File: config.mk
export PLATFORM = sky130hd
export DESIGN_NAME = id_ex_stage
export DESIGN_NICKNAME = d
export VERILOG_FILES = /design/src/rtl/id_ex_stage_pkg.sv /design/src/rtl/id_ex_stage_hazard_detect.sv /design/src/rtl/id_ex_stage.sv
export SDC_FILE = /design/constraint.sdc
export NUM_CORES = 1
export LEC_CHECK = 0
export BUFFER_PORTS_ARGS = -buffer_cell sky130_fd_sc_hd__buf_2
export CORE_ASPECT_RATIO = 0.6
export CORE_MARGIN = 8
export CORE_UTILIZATION = 45
export CTS_CLUSTER_DIAMETER = 150
export DETAILED_ROUTE_END_ITERATION = 8
export PLACE_DENSITY = 0.78
export SKIP_CTS_REPAIR_TIMING = 1
export SLEW_MARGIN = 20
export SYNTH_ARGS = -nofsm -noshare
export SYNTH_HDL_FRONTEND = slang
export SYNTH_HIERARCHICAL = 1
export SYNTH_SLANG_ARGS = --single-unit
File: constraint.sdc
create_clock -name clk -period 3.4 [get_ports clk]
set_input_delay 0.68 -clock clk [delete_from_list [all_inputs] [get_ports clk]]
set_output_delay 0.68 -clock clk [all_outputs]
set_load 0.1 [all_outputs]
File: src/rtl/id_ex_stage_pkg.sv
// Shared definitions for the ID/EX stage: decoder control encodings, the
// control bundle carried down the pipe, and the all-zero bubble value.
package id_ex_stage_pkg;

  localparam int CTRL2_W = 2;

  typedef enum logic [CTRL2_W-1:0] {
    REGDST_RT = 2'd0,
    REGDST_RD = 2'd1,
    REGDST_RA = 2'd2
  } regdst_e;

  typedef enum logic [CTRL2_W-1:0] {
    REGSRC_ALU = 2'd0,
    REGSRC_MEM = 2'd1,
    REGSRC_PC4 = 2'd2
  } regsrc_e;

  typedef enum logic [CTRL2_W-1:0] {
    ALUOP_ADD   = 2'd0,
    ALUOP_SUB   = 2'd1,
    ALUOP_FUNCT = 2'd2,
    ALUOP_IMM   = 2'd3
  } aluop_e;

  typedef enum logic [CTRL2_W-1:0] {
    PCSRC_PC4    = 2'd0,
    PCSRC_BRANCH = 2'd1,
    PCSRC_JUMP   = 2'd2,
    PCSRC_JR     = 2'd3
  } pcsrc_e;

  typedef struct packed {
    logic [CTRL2_W-1:0] regDst;
    logic [CTRL2_W-1:0] regSrc;
    logic [CTRL2_W-1:0] ALUOp;
    logic               ALUSrc;
    logic               regWrite;
    logic               memWrite;
    logic               memRead;
  } ctrl_t;

  // A bubble never writes a register or touches memory.
  localparam ctrl_t CTRL_BUBBLE = '0;

endpackage

File: src/rtl/id_ex_stage_hazard_detect.sv
// Load-use hazard detection: the load sitting in EX produces a register that
// the instruction in ID wants to read. Register 0 never creates a dependency.
module hazard_detect
  import id_ex_stage_pkg::*;
#(
  parameter int REG_W = 5
) (
  input  logic             ex_memRead,
  input  logic [REG_W-1:0] ex_rt,
  input  logic [REG_W-1:0] id_rs,
  input  logic [REG_W-1:0] id_rt,
  output logic             lu_hazard
);

  assign lu_hazard = ex_memRead && (ex_rt != '0) &&
                     ((ex_rt == id_rs) || (ex_rt == id_rt));

endmodule

File: src/rtl/id_ex_stage.sv
// ID/EX pipeline register with load-use bubble insertion, PC/IF-ID freeze,
// branch-redirect gating during stalls, and saturating stall/bubble counters.
module id_ex_stage
  import id_ex_stage_pkg::*;
#(
  parameter int DATA_W = 32,
  parameter int REG_W  = 5,
  parameter int CNT_W  = 16
) (
  input  logic              clk,
  input  logic              rst,
  input  logic              ext_stall,
  input  logic [1:0]        id_regDst,
  input  logic [1:0]        id_regSrc,
  input  logic [1:0]        id_ALUOp,
  input  logic              id_ALUSrc,
  input  logic              id_regWrite,
  input  logic              id_memWrite,
  input  logic              id_memRead,
  input  logic              id_flush,
  input  logic [1:0]        id_pcSrc,
  input  logic [DATA_W-1:0] id_pc4,
  input  logic [DATA_W-1:0] id_rd1,
  input  logic [DATA_W-1:0] id_rd2,
  input  logic [DATA_W-1:0] id_imm,
  input  logic [REG_W-1:0]  id_rs,
  input  logic [REG_W-1:0]  id_rt,
  input  logic [REG_W-1:0]  id_rd,
  output logic [1:0]        ex_regDst,
  output logic [1:0]        ex_regSrc,
  output logic [1:0]        ex_ALUOp,
  output logic              ex_ALUSrc,
  output logic              ex_regWrite,
  output logic              ex_memWrite,
  output logic              ex_memRead,
  output logic [DATA_W-1:0] ex_pc4,
  output logic [DATA_W-1:0] ex_rd1,
  output logic [DATA_W-1:0] ex_rd2,
  output logic [DATA_W-1:0] ex_imm,
  output logic [REG_W-1:0]  ex_rs,
  output logic [REG_W-1:0]  ex_rt,
  output logic [REG_W-1:0]  ex_rd,
  output logic              pc_write,
  output logic              ifid_write,
  output logic              flush_out,
  output logic [1:0]        pcSrc_out,
  output logic [CNT_W-1:0]  stall_cnt,
  output logic [CNT_W-1:0]  bubble_cnt
);

  ctrl_t id_ctrl;
  ctrl_t ex_ctrl;
  logic  lu_hazard;
  logic  stall;

  assign id_ctrl = '{regDst:   id_regDst,
                     regSrc:   id_regSrc,
                     ALUOp:    id_ALUOp,
                     ALUSrc:   id_ALUSrc,
                     regWrite: id_regWrite,
                     memWrite: id_memWrite,
                     memRead:  id_memRead};

  hazard_detect #(.REG_W(REG_W)) u_hazard (
    .ex_memRead (ex_ctrl.memRead),
    .ex_rt      (ex_rt),
    .id_rs      (id_rs),
    .id_rt      (id_rt),
    .lu_hazard  (lu_hazard)
  );

  assign stall      = lu_hazard | ext_stall;
  assign pc_write   = ~stall;
  assign ifid_write = ~stall;

  // A branch resolved in ID while stalled would use stale operands, so the redirect waits.
  assign flush_out = id_flush & ~stall;
  assign pcSrc_out = stall ? CTRL2_W'(PCSRC_PC4) : id_pcSrc;

  // External hold beats the hazard; a hazard only zeroes control, data still flows.
  always_ff @(posedge clk) begin
    if (rst) begin
      ex_ctrl <= CTRL_BUBBLE;
      ex_pc4  <= '0;
      ex_rd1  <= '0;
      ex_rd2  <= '0;
      ex_imm  <= '0;
      ex_rs   <= '0;
      ex_rt   <= '0;
      ex_rd   <= '0;
    end else if (!ext_stall) begin
      ex_ctrl <= lu_hazard ? CTRL_BUBBLE : id_ctrl;
      ex_pc4  <= id_pc4;
      ex_rd1  <= id_rd1;
      ex_rd2  <= id_rd2;
      ex_imm  <= id_imm;
      ex_rs   <= id_rs;
      ex_rt   <= id_rt;
      ex_rd   <= id_rd;
    end
  end

  always_ff @(posedge clk) begin
    if (rst) begin
      stall_cnt  <= '0;
      bubble_cnt <= '0;
    end else begin
      if (stall && (stall_cnt != '1))
        stall_cnt <= stall_cnt + CNT_W'(1);
      if (lu_hazard && !ext_stall && (bubble_cnt != '1))
        bubble_cnt <= bubble_cnt + CNT_W'(1);
    end
  end

  assign ex_regDst   = ex_ctrl.regDst;
  assign ex_regSrc   = ex_ctrl.regSrc;
  assign ex_ALUOp    = ex_ctrl.ALUOp;
  assign ex_ALUSrc   = ex_ctrl.ALUSrc;
  assign ex_regWrite = ex_ctrl.regWrite;
  assign ex_memWrite = ex_ctrl.memWrite;
  assign ex_memRead  = ex_ctrl.memRead;

endmodule
==> results of run 1 <==
[per-stage QoR]
step,utilization (%),TNS [ns]
2_1_floorplan,-,-0.421
3_3_place_gp,58.9,0
3_5_place_dp,58.9,0
4_1_cts,62.9,-0.380
5_1_grt,62.9,0
6_report,62.9,0
[critical path, stage by stage, from the launching register on]
cell and delay [ns]:
sky130_fd_sc_hd__dfxtp_1 0.36, sky130_fd_sc_hd__or4_1 0.52, sky130_fd_sc_hd__o21ai_1 0.13, sky130_fd_sc_hd__a21oi_1 0.07
sky130_fd_sc_hd__nor2_2 0.54, sky130_fd_sc_hd__and2_2 0.29, sky130_fd_sc_hd__buf_12 0.18
[metal layers]
layer  GRT usage (%)  wire (um)  part of all wire (%)  vias to the layer above
li1                -          -                     -                     3171
met1            25.2       9060                    40                     3041
met2            33.9      10700                    48                      228
met3            9.14       2400                    11                       22
met4            5.16        331                   1.5                        0
met5               0          0                     0                        -
[final timing paths]
check	end	cells past startpoint
worst max-delay path	pcSrc_out[1]	6
worst min-delay path	ex_pc4[22]	2
worst min register to register	ex_pc4[22]	2
worst max register to register	stall_cnt[15]	9
[synth_stat cells (3+ instances only)]
cell type	n	area, sq um
sky130_fd_sc_hd__a21oi_1	24	120
sky130_fd_sc_hd__a22oi_1	9	67.6
sky130_fd_sc_hd__and2_1	3	18.8
sky130_fd_sc_hd__and3_1	3	18.8
sky130_fd_sc_hd__buf_1	4	15.0
sky130_fd_sc_hd__buf_2	18	90.1
sky130_fd_sc_hd__clkbuf_1	24	90.1
sky130_fd_sc_hd__dfxtp_1	185	3700
sky130_fd_sc_hd__inv_1	3	11.3
sky130_fd_sc_hd__mux2i_1	144	1440
sky130_fd_sc_hd__nand2_1	13	48.8
sky130_fd_sc_hd__nand3_1	14	70.1
sky130_fd_sc_hd__nand4_1	9	56.3
sky130_fd_sc_hd__nor2_1	164	616
sky130_fd_sc_hd__nor2b_1	6	37.5
sky130_fd_sc_hd__nor3_1	9	45.0
sky130_fd_sc_hd__nor4_1	7	43.8
sky130_fd_sc_hd__o21ai_0	8	40.0
sky130_fd_sc_hd__o31ai_1	11	82.6
sky130_fd_sc_hd__o41ai_1	3	26.3
sky130_fd_sc_hd__or3_1	5	31.3
sky130_fd_sc_hd__or4_1	13	97.6
sky130_fd_sc_hd__xnor2_1	4	35.0
sky130_fd_sc_hd__xor2_1	6	52.6
[power groups by stage]
stage               Sequential [mW]  Combinational [mW]  Clock [mW]
finish                         2.33                1.33        2.01
global route                   2.35                1.38        2.14
CTS                            2.33                1.33        2.06
detailed placement             2.38                1.33           0
global placement               2.38                1.32           0
floorplan                      3.16               0.267           0
[layout by cell type, fill, tap and decap left out, types with 2 or more instances in the layout]
master and instances:
sky130_fd_sc_hd__nor2b_1 6, sky130_fd_sc_hd__xor2_1 6, sky130_fd_sc_hd__clkbuf_16 17, sky130_fd_sc_hd__inv_6 5
sky130_fd_sc_hd__mux2_2 2, sky130_fd_sc_hd__nand4_1 9, sky130_fd_sc_hd__nand2_1 13, sky130_fd_sc_hd__buf_4 3
sky130_fd_sc_hd__o31ai_1 11, sky130_fd_sc_hd__xnor2_1 4, sky130_fd_sc_hd__or4_1 13, sky130_fd_sc_hd__a31oi_1 2
sky130_fd_sc_hd__a21oi_1 24, sky130_fd_sc_hd__nor4_2 2, sky130_fd_sc_hd__mux2i_1 144, sky130_fd_sc_hd__and4_1 2
sky130_fd_sc_hd__mux2_1 2, sky130_fd_sc_hd__ha_1 2, sky130_fd_sc_hd__nand4b_1 2, sky130_fd_sc_hd__dfxtp_1 185
sky130_fd_sc_hd__o21ai_1 2, sky130_fd_sc_hd__buf_12 7, sky130_fd_sc_hd__nand3_1 14, sky130_fd_sc_hd__or3_1 5
sky130_fd_sc_hd__nand2b_1 2, sky130_fd_sc_hd__nor2_1 163, sky130_fd_sc_hd__o21ai_0 8, sky130_fd_sc_hd__inv_8 3
sky130_fd_sc_hd__buf_2 341, sky130_fd_sc_hd__nor4_1 7, sky130_fd_sc_hd__nor3_1 9, sky130_fd_sc_hd__o41ai_1 3
sky130_fd_sc_hd__and2_2 3, sky130_fd_sc_hd__clkinv_8 4, sky130_fd_sc_hd__nor3b_1 2, sky130_fd_sc_hd__and3_1 3
sky130_fd_sc_hd__inv_1 3, sky130_fd_sc_hd__diode_2 3, sky130_fd_sc_hd__a22oi_1 9
[state kept, by name, indices dropped and copies added, names as in the netlist, 5 cells and up]
signal,flops
bubble_cnt,16
ex_rs,5
ex_rd,5
ex_rd2,32
ex_pc4,32
ex_rd1,32
ex_rt,5
stall_cnt,16
ex_imm,32
[kinds of logic after synthesis]
family | synth area share, %
flip-flops | 51.7
buffers and inverters | 3.09
multiplexers | 20.7
AO/OA/AOI/OAI | 5.73
XOR/XNOR | 1.22
adder cells (fa/ha/maj) | 0.349
AND/OR/NAND/NOR | 17.2
[area by class of cell]
class	count	area (sq um)
Sequential cell	185	3700
Fill cell	1310	5730
Inverter	3	11.3
Clock inverter	14	180
Tap cell	203	254
Antenna cell	3	7.51
Multi-Input combinational cell	486	3250
Clock buffer	18	429
Timing Repair Buffer	353	1890
==> results.md, run 1 <==
Timing:
- Setup repair after global routing left no endpoint under its margin.
- In this run the tightest slew margin relative to its limit is 23.9%.
- The smallest clock period supported by the final layout is computed as 3.18 ns.
- For the final database, setup skew stands at 0.0117 ns.
- The max-slew violation count came to 0.
- The final critical path takes up 93.5% of the cycle.
- Hold is met by 0.491 ns.
- The final worst-path setup slack is 0.220 ns.
- The number of failing hold endpoints at the final stage was 0.
- The setup violation total in the final timing report is 0.
- The slew at the pin closest to its max-slew limit is 1.14 ns.
- Derived from the worst setup path, the maximum achievable clock frequency is 314 MHz.

Hold path:
- The startpoint identified for the worst hold timing path is ex_pc4[22].
- The min-delay analysis places its worst path in the category reg -> reg.

CTS:
- The clock buffer count from CTS is 17.
- In this run the number of H-tree levels came out at 4.
- The worst-skew pair later-pin latency is about 0.42 ns.
- The clock tree from TritonCTS is yes.
- The number of clock sinks is 185.
- The clock tree buffer depth is 2.
- Clock-pin slew was measured on the worst setup and hold paths at 0.07 ns.
- The library cell used as clock root buffer is sky130_fd_sc_hd__clkbuf_16.

Place:
- After detailed placement, the total cell area comes to 9110 sq um.
- Timing analysis after detailed placement gives a worst setup slack of 0.211 ns.
- Counting tap cells, the placed design contains a total of 1,230 instances.
- The wire-length estimate of the detail-placed layout is 17,000 um.
- The count of port buffers added during placement is approximately 350.
- Routability-driven placement finished with a final weighted congestion of 0.899.

Cells and area:
- The post-layout instance area is around 9700 sq um.
- Compared with the post-synthesis result, the final layout area differs by 35.7%.
- In the final design database the tool counted around 1,200 nets.
- The layout cell share with drive strength beyond 1 is 37.4%.
- The number of non-filler instances in the completed layout is 1,265.

Floorplanning:
- The area of the core is 15,500 sq um.
- The height of the die is 114 um.
- The boundary pin count is between 300 and 400.
- In this run the core area contains 35 standard-cell rows.
- The initial utilization of the core area, before any placement, comes to between 40% and 50%.
- The die footprint is 20,400 sq um.
- The die width is around 180 um.

Global route:
- The wire length of the first global-routing pass is 34,200 um.
- The pin count of the biggest net entering global routing is about 160.
- The number of antenna violations at the first check in global routing is 3.
- The via count of the first global-routing pass is 6,282.
- Global routing finished with a remaining overflow of 0.
- In the global route stage, overall resource usage came out at 21.0%.

Yosys:
- The number of warnings issued by yosys is 6.
- The number of enable-type register cells in the synthesized netlist is 0.
- The post-synthesis sequential area ratio is 51.7%.
- Counting flops and latches in the post-synthesis netlist gives 185.
- Among all flip-flop cells after synthesis, the most frequent one is sky130_fd_sc_hd__dfxtp_1.
- The number of different library cells used by synthesis comes to 46.
- For this run, asynchronously set or reset flops after synthesis account for 0%.
- The combined area of all synthesized cells is 7170 sq um.
- In the synthesized netlist, the number of instances is 722.
- Dividing the synthesized area by the synthesized cell count gives 9.93 sq um.
- The number of nets in the synthesized netlist is about 880.

Pwr:
- In this run the power spent charging and discharging nets is 2.05 mW.
- In this run, the combinational gates consume around a quarter of the power.
- The sum of internal, switching and leakage power is 5.66 mW.
- IR analysis of the VDD net gives a maximum drop of 0.000337 V.
- The share of total power consumed by net switching is 36.2%.
- The clock power share is between 30% and 40%.
- Of the total power, registers draw 41.2%.
- Power spread over the standard cell area amounts to 582 nW/um^2.
- The internal power of the cells totals 3.61 mW.
- The static power due to leakage is approximately 4.9 nW.

Worst setup path:
- The kind of critical path is reg -> out.
- The origin of the worst setup path is ex_rt[1].
- STA classifies the critical path endpoint as an output pin.
- The peak fanout along the critical path is 11.
- The reg-to-reg critical path startpoint is ex_rt[0].
- The element type at the critical path start is a register.
- Data on the critical path is required at its endpoint by 2.72 ns.
- The setup check on the worst reg-to-reg path leaves a slack of 0.65 ns.
- The arrival time at the worst endpoint is 2.50 ns.

Drt:
- In the routed design, unresolved DRC markers number 0.
- The detail-routed via count per cell is 5.11.
- The average wire per cell in the routed design is about 18 um.
- The first-iteration detailed-routing DRC count is 409.
- For this block, the routed nets add up to 22,500 um of wire.
- Before antenna repair, the detailed router went through 4 iterations.
- The count of antenna-violating nets left after detailed routing is 0.
- The detailed router placed roughly 6,500 vias in this run.

Run status:
- The flow ran to the end, and the final reports show no timing, DRC or antenna violations.

Job:
- Across the run, the number of max-cap violations was 0.
Power figures use the tool's default switching activity.
==> inputs of run 2 (changes only) <==
--- a/config.mk
+++ b/config.mk
@@ -5,6 +5,7 @@
 export SDC_FILE = /design/constraint.sdc
 export NUM_CORES = 1
 export LEC_CHECK = 0
+export ABC_AREA = 1
 export BUFFER_PORTS_ARGS = -buffer_cell sky130_fd_sc_hd__buf_2
 export CORE_ASPECT_RATIO = 0.6
 export CORE_MARGIN = 8
==> results.md, run 2 <==
Worst setup path:
- The kind of critical path is reg -> out.
- The arrival time at the worst endpoint was 2.25 ns (-0.25 ns).
- The peak fanout along the critical path is 13 (+2).
- The required arrival time at the worst endpoint is 2.72 ns (about the same).
- The type of element capturing the critical path is an output pin.
- The worst setup path is launched from a register.

Pwr:
- The share of total power consumed by net switching is 38.9% (+2.7 points).
- The combinational fraction of design power is 25.3% (+1.9 points).
- The clock power share came to 34.2% (-1.2 points).
- The power density over the cells is 601 nW/um^2 (+3.3%).
- The worst ir drop on vdd came to 0.000286 V (-15%).
- The static power due to leakage is 4.91 nW (+0.17%).
- The fraction of power consumed by sequential logic is 40.5% (-0.7 points).
- The sum of internal, switching and leakage power came to 5.84 mW (+3.0%).
- The net switching component of the power is 2.27 mW (+11%).
- The total internal power is 3.56 mW (-1.4%).

Cells and area:
- The total number of nets in the final design is 1,487 (+23%).
- In the layout the commonest cells are 362 x sky130_fd_sc_hd__nor2_1, 347 x sky130_fd_sc_hd__buf_2, 185 x sky130_fd_sc_hd__dfxtp_1.
- The footprint of the flip-flops and latches is 3700 sq um (unchanged).
- From synthesis to final layout, the design area changed by 33.4%.
- The number of non-filler instances in the completed layout is 1,550 (+23%).
- The post-layout instance area was 9700 sq um (-0.27%).
- The layout cell share with drive strength beyond 1 was 31.1% (-6.3 points).
- The most common library cell in the layout ignoring fill and taps is sky130_fd_sc_hd__nor2_1.
- The fill cell instance count of the final layout is 1,537 (+17%).
- The area taken by multi-input logic gates came to 3140 sq um (-3.4%).

CTS:
- The clock buffer count from CTS is 17 (unchanged).
- The number of clock sinks is 185 (unchanged).
- The worst-skew pair later-pin latency is 0.41 ns (about the same).
- The number of H-tree branching levels is 4 (unchanged).
- In this run the clock root is driven by a sky130_fd_sc_hd__clkbuf_16.
- The clock tree from TritonCTS is yes.
- The clock slew at the register clock pins of the worst setup and hold paths was 0.07 ns (about the same).
- The clock tree buffer depth is 2 (unchanged).

Hold path:
- The tightest min-delay check is of the reg -> reg type.

Floorplanning:
- The die width came to 180 um (+0.66%).
- The boundary pin count came to 349 (unchanged).
- The effective utilization at floorplan is 45.3% (-1.0 points).
- The die footprint is 20,600 sq um (+1.3%).
- The area of the core is 16,000 sq um (+3.7%).
- The cell row count was 36 (+2.9%).
- The height of the die came to 114 um (+0.62%).

Yosys:
- The post-synthesis compound-gate area fraction is 12.5% (+6.7 points).
- The post-synthesis sequential area ratio is 50.9% (-0.74 points).
- The share of the synthesized netlist area taken by xor and xnor gates is 0.482% (-0.74 points).
- The area share of fa/ha/maj cells after synthesis is 0.344% (-0.0050 points).
- The synthesized area per cell came to 7.23 sq um (-27%).
- The combined area of all synthesized cells came to 7270 sq um (+1.4%).
- The portion of netlist area occupied by mux cells is 0% (-21 points).
- The number of different library cells in the post-synthesis netlist is 27 (-41%).
- The flop and latch count out of synthesis is 185 (unchanged).
- The most common cell in the synthesized netlist is sky130_fd_sc_hd__nor2_1.
- The combinational family with the most area after synthesis is simple AND/OR/NAND/NOR gates.
- Summed over all instances, the cell type with the most area after synthesis is sky130_fd_sc_hd__dfxtp_1.
- By area the synthesized netlist is led by sky130_fd_sc_hd__dfxtp_1 51%, sky130_fd_sc_hd__nor2_1 19%, sky130_fd_sc_hd__o21ai_0 10%, sky130_fd_sc_hd__nand2_1 6.1%, sky130_fd_sc_hd__nand3_1 2.4%.
- The number of instances in the synthesized netlist is 1,006 (+39%).
- The proportion of netlist area held by the largest area contributor was 50.9% (-0.74 points).
- The number of warnings issued by yosys is 6 (unchanged).
- The share of flip-flops with an asynchronous set or reset after synthesis came to 0% (unchanged).
- The number of enable-type register cells in the synthesized netlist is 0 (unchanged).
- Sorting the synthesized cells by how often they occur yields 362 x sky130_fd_sc_hd__nor2_1, 185 x sky130_fd_sc_hd__dfxtp_1, 145 x sky130_fd_sc_hd__o21ai_0.
- The post-synthesis simple-gate area fraction is 29.9% (+13 points).
- The number of nets in the synthesized netlist is 1,167 (+32%).
- In the synthesized netlist the dominant register cell turns out to be sky130_fd_sc_hd__dfxtp_1.

Global route:
- The total global routing overflow is 0 (unchanged).
- The aggregate global-route resource usage is 22.3% (+1.3 points).
- The via count of the first global-routing pass is 7,120 (+13%).
- The pin count of the biggest net entering global routing was 78 (-50%).
- The number of antenna violations at the first check in global routing is 2 (-1).
- The wire length of the first global-routing pass is 37,500 um (+9.7%).

Timing:
- The slew at the pin closest to its max-slew limit is 0.742 ns (-0.399 ns).
- The post-route clock period utilization is 86.1% (-7.4 points).
- The setup violation total in the final timing report is 0 (unchanged).
- The final critical-path required period is 2.93 ns (-0.253 ns).
- Setup repair after global routing left no endpoint under its margin.
- The number of failing hold endpoints at the final stage is 0 (unchanged).
- The maximum clock rate is 342 MHz (+8.6%).
- The worst clock skew is 0.0161 ns (+0.00439 ns).
- The normalized max-slew margin was 50.5% (+27 points).
- The max-slew violation count is 0 (unchanged).

Drt:
- The count of antenna-violating nets left after detailed routing is 0 (unchanged).
- The total wire length after detailed routing is 23,800 um (+6.1%).
- The first-iteration detailed-routing DRC count is 553 (+35%).
- The via count of the routed design came to 7,477 (+16%).
- The total iterations of the first detailed-routing run was 5 (+1).
- The detail-routed via count per cell is 4.82 (-5.6%).
- The DRC violation count after routing was 0 (unchanged).
- The average wire per cell in the routed design was 15.4 um (-13%).

Job:
- The number of maximum-capacitance violations was 0 (unchanged).

Place:
- The final weighted congestion of routability-driven global placement is 0.846 (-5.9%).
- The count of port buffers added during placement was 348 (unchanged).
- The total placed instance area is 9090 sq um (-0.26%).
- The number of placed cells counting well taps was 1,516 (+23%).
- The placed wire-length estimate was 18,000 um (+5.6%).

Run status:
- The run finished with clean final reports.
[run 2: logic make-up (layout without fill, tap and decap cells)]
group                      Yosys count  in the layout
and+or+nand+nor                    537            537
DFF                                185            185
AOI/OAI and AO/OA                  180            180
buffers and inverters               98            431
xor gates and xnor gates             4              4
adders and majority gates            2              2
other                                0              2
[run 2: critical path: stages (launching register included)]
cell and delay (ns):
sky130_fd_sc_hd__dfxtp_1 0.47, sky130_fd_sc_hd__nand2_1 0.10, sky130_fd_sc_hd__nand2_1 0.08, sky130_fd_sc_hd__nor2_1 0.04
sky130_fd_sc_hd__nand3_1 0.09, sky130_fd_sc_hd__a21oi_2 0.11, sky130_fd_sc_hd__nor2_4 0.29, sky130_fd_sc_hd__inv_1 0.15
sky130_fd_sc_hd__nor2_1 0.10, sky130_fd_sc_hd__buf_2 0.43
[run 2: power groups by stage]
stage	clock network [mW]	registers [mW]	logic [mW]
6_report	1.99	2.36	1.48
5_1_grt	2.12	2.38	1.55
4_1_cts	2.04	2.36	1.49
3_5_place_dp	0	2.41	1.49
3_3_place_gp	0	2.40	1.48
2_1_floorplan	0	3.32	0.273
[run 2: path summary, 6_finish.rpt]
| check | from | to | slack, ns | cells past startpoint |
|---|---|---|---|---|
| worst max-delay path | ex_rt[3] | flush_out | 0.47 | 9 |
| worst min register to register | ex_regSrc[0] | ex_regSrc[0] | 0.46 | 2 |
| worst max register to register | ex_rt[1] | stall_cnt[15] | 1.18 | 14 |
| worst min-delay path | ex_regSrc[0] | ex_regSrc[0] | 0.46 | 2 |
[run 2: per-layer routing]
layer  vias up  share of wire [%]  track usage [%]
li1       3828                  -                -
met1      3362                 42             26.4
met2       259                 47             37.3
met3        28                8.9             8.30
met4         0                2.0             6.96
met5         -                  0                0
[run 2: stage by stage]
| step | hold WS (ns) | util (%) | setup TNS [ns] | setup WS, ns |
|---|---|---|---|---|
| after floorplan | 0.749 | - | -0.719 | -0.240 |
| after global placement | 0.450 | 56.7 | 0 | 0.577 |
| after detailed placement | 0.452 | 56.7 | 0 | 0.556 |
| after CTS | 0.463 | 60.5 | 0 | 0.458 |
| after global routing | 0.484 | 60.5 | 0 | 0.251 |
| final | 0.462 | 60.5 | 0 | 0.473 |
[run 2: final cells by class]
class                           instances  share of cell area (%)
Timing Repair Buffer                  359                    18.8
Sequential cell                       185                    38.2
Inverter                               40                    1.60
Multi-Input combinational cell        723                    32.4
Clock inverter                         14                    1.78
Tap cell                              209                    2.70
Antenna cell                            2                  0.0516
Clock buffer                           18                    4.53
==> inputs of run 3 (changes only) <==
--- a/config.mk
+++ b/config.mk
@@ -8,7 +8,7 @@
 export ABC_AREA = 1
 export BUFFER_PORTS_ARGS = -buffer_cell sky130_fd_sc_hd__buf_2
 export CORE_ASPECT_RATIO = 0.6
-export CORE_MARGIN = 8
+export CORE_MARGIN = 2
 export CORE_UTILIZATION = 45
 export CTS_CLUSTER_DIAMETER = 150
 export DETAILED_ROUTE_END_ITERATION = 8
==> results.md, run 3 (synthesis results as in run 2) <==
Run status:
- The flow ran to the end, and the final reports show no timing, DRC or antenna violations.

Drt:
- The via count of the routed design is 7,412 (-0.87%).
- The met2 wire length came to 10,100 um (-11%).
- The DRC violation count after routing is 0 (unchanged).
- The detail-routed via count per cell is 4.82 (-0.16%).
- The first-iteration detailed-routing DRC count was 574 (+3.8%).
- The met3 layer wire length in the routed design is 1720 um (-19%).
- The count of antenna-violating nets left after detailed routing came to 0 (unchanged).
- The average wire per cell in the routed design is 13.9 um (-9.5%).
- Signal routing reaches up to met4.
- The wire length on met1 came to 9290 um (-6.8%).
- The total iterations of the first detailed-routing run is 5 (unchanged).
- The total wire length after detailed routing came to 21,400 um (-10%).

Worst setup path:
- The count of buffer and inverter cells on the critical path is 3 (+1).
- The worst setup path is of the reg -> out kind.
- The peak fanout along the critical path is 10 (-3).
- Broken down by cell family, the worst path's largest delay share belongs to buffers and inverters.
- The element type at the critical path start is a register.
- The maximum single-stage delay on the critical path was 0.43 ns (-0.04 ns).
- The arrival time at the worst endpoint was 2.27 ns (+0.02 ns).
- The slowest stage cell on the critical path is sky130_fd_sc_hd__buf_2.
- The most used cell along the critical path is sky130_fd_sc_hd__inv_1.
- The critical path goes through inv_1, nand4_1, o21ai_0, a21oi_2, nor2_4, inv_1, nor2_1, buf_2.
- The required arrival time at the worst endpoint came to 2.72 ns (about the same).
- The worst setup path is captured at an output pin.

Floorplanning:
- The die footprint is 17,200 sq um (-16%).
- The cell row count is 35 (-2.8%).
- The area of the core is 15,600 sq um (-2.8%).
- The die width was 168 um (-6.7%).
- The boundary pin count is 349 (unchanged).
- The effective utilization at floorplan came to 46.6% (+1.3 points).
- The height of the die is 102 um (-10%).

Global route:
- The pin count of the biggest net entering global routing is 106 (+36%).
- The total global routing overflow is 0 (unchanged).
- The via count of the first global-routing pass is 6,878 (-3.4%).
- The aggregate global-route resource usage is 24.6% (+2.4 points).
- The wire length of the first global-routing pass came to 34,200 um (-8.9%).
- The number of antenna violations at the first check in global routing was 2 (unchanged).

CTS:
- The library cell used as clock root buffer is sky130_fd_sc_hd__clkbuf_16.
- The clock tree from TritonCTS is yes.
- The clock buffer count from CTS is 17 (unchanged).
- The number of clock sinks is 185 (unchanged).
- The number of H-tree branching levels is 4 (unchanged).
- The clock slew at the register clock pins of the worst setup and hold paths is 0.07 ns (about the same).
- The worst-skew pair later-pin latency was 0.42 ns (about the same).
- The clock tree buffer depth is 2 (unchanged).

Cells and area:
- The total number of nets in the final design is 1,483 (-0.27%).
- Leaving out fill and tap cells, the most frequent cells in the layout are 362 x sky130_fd_sc_hd__nor2_1, 347 x sky130_fd_sc_hd__buf_2, 185 x sky130_fd_sc_hd__dfxtp_1.
- The number of non-filler instances in the completed layout is 1,539 (-0.71%).
- The post-layout instance area is 9670 sq um (-0.39%).
- The layout cell share with drive strength beyond 1 is 30.7% (-0.33 points).
- The most common library cell in the layout ignoring fill and taps is sky130_fd_sc_hd__nor2_1.
- The area growth from synthesis to layout is 32.9%.

Timing:
- The final critical-path required period is 2.95 ns (+0.0229 ns).
- The slew at the pin closest to its max-slew limit is 0.695 ns (-0.0471 ns).
- The final worst-path setup slack is 0.450 ns (-0.0229 ns).
- The worst hold slack across all endpoints is 0.463 ns (+0.000434 ns).
- The setup violation total in the final timing report is 0 (unchanged).
- The normalized max-slew margin was 53.6% (+3.1 points).
- Setup repair after global routing left no endpoint under its margin.
- The worst clock skew is 0.0192 ns (+0.00314 ns).
- The maximum clock rate is 339 MHz (-0.78%).
- The post-route clock period utilization is 86.8% (+0.67 points).
- The number of failing hold endpoints at the final stage was 0 (unchanged).
- The max-slew violation count came to 0 (unchanged).

Place:
- The placed wire-length estimate is 15,400 um (-14%).
- The final weighted congestion of routability-driven global placement was 0.837 (-0.99%).
- The total placed instance area is 9070 sq um (-0.14%).
- The number of placed cells counting well taps is 1,506 (-0.66%).
- The count of port buffers added during placement is 348 (unchanged).
- The worst setup slack before clock tree synthesis was 0.546 ns (-0.00986 ns).

Pwr:
- The worst ir drop on vdd is 0.000337 V (+18%).
- The sum of internal, switching and leakage power is 5.82 mW (-0.34%).
- The static power due to leakage was 4.89 nW (-0.41%).
- The power density over the cells is 602 nW/um^2 (about the same).

Job:
- The number of maximum-capacitance violations is 0 (unchanged).

Hold path:
- The class of the tightest hold or removal check is reg -> reg.
-- run 3: final cells by class --
class                      instances  area (sq um)
antenna                            2          5.00
clock buffer                      18           429
clock inverter                    13           158
fill                            1472          5920
inverter                          40           155
multi-input combinational        723          3140
sequential                       185          3700
tap                              203           254
timing repair buffer             355          1820
-- run 3: path summary, 6_finish.rpt --
path / startpoint / endpoint / slack [ns] / cells after the start
min reg2reg: ex_regDst[1] / ex_regDst[1] / 0.46 / 2
min: ex_regDst[1] / ex_regDst[1] / 0.46 / 2
max: ex_rt[1] / flush_out / 0.45 / 8
max reg2reg: ex_rt[1] / stall_cnt[15] / 1.30 / 13
-- run 3: power breakdown --
group	internal (mW)	switching (mW)
combinational	0.248	1.22
clock	1.05	0.936
sequential	2.29	0.0672
total	3.59	2.23
-- run 3: layer usage --
layer  vias up  GRT usage, %
li1       3821             -
met1      3318          30.3
met2       247          41.7
met3        26          7.94
met4         0          7.82
met5         -             0
-- run 3: worst register-to-register path: cells and delay by family, from the launching register on --
family	cells	cell delay (ns)
simple gates	11	1.16
buf+inv	1	0.11
flops	1	0.44
compound gates	1	0.28
-- run 3: per-stage QoR --
| step | setup TNS (ns) | util [%] |
|---|---|---|
| finish | 0 | 62.0 |
| global route | 0 | 62.0 |
| CTS | 0 | 62.0 |
| detailed placement | 0 | 58.2 |
| global placement | 0 | 58.2 |
| floorplan | -0.719 | - |
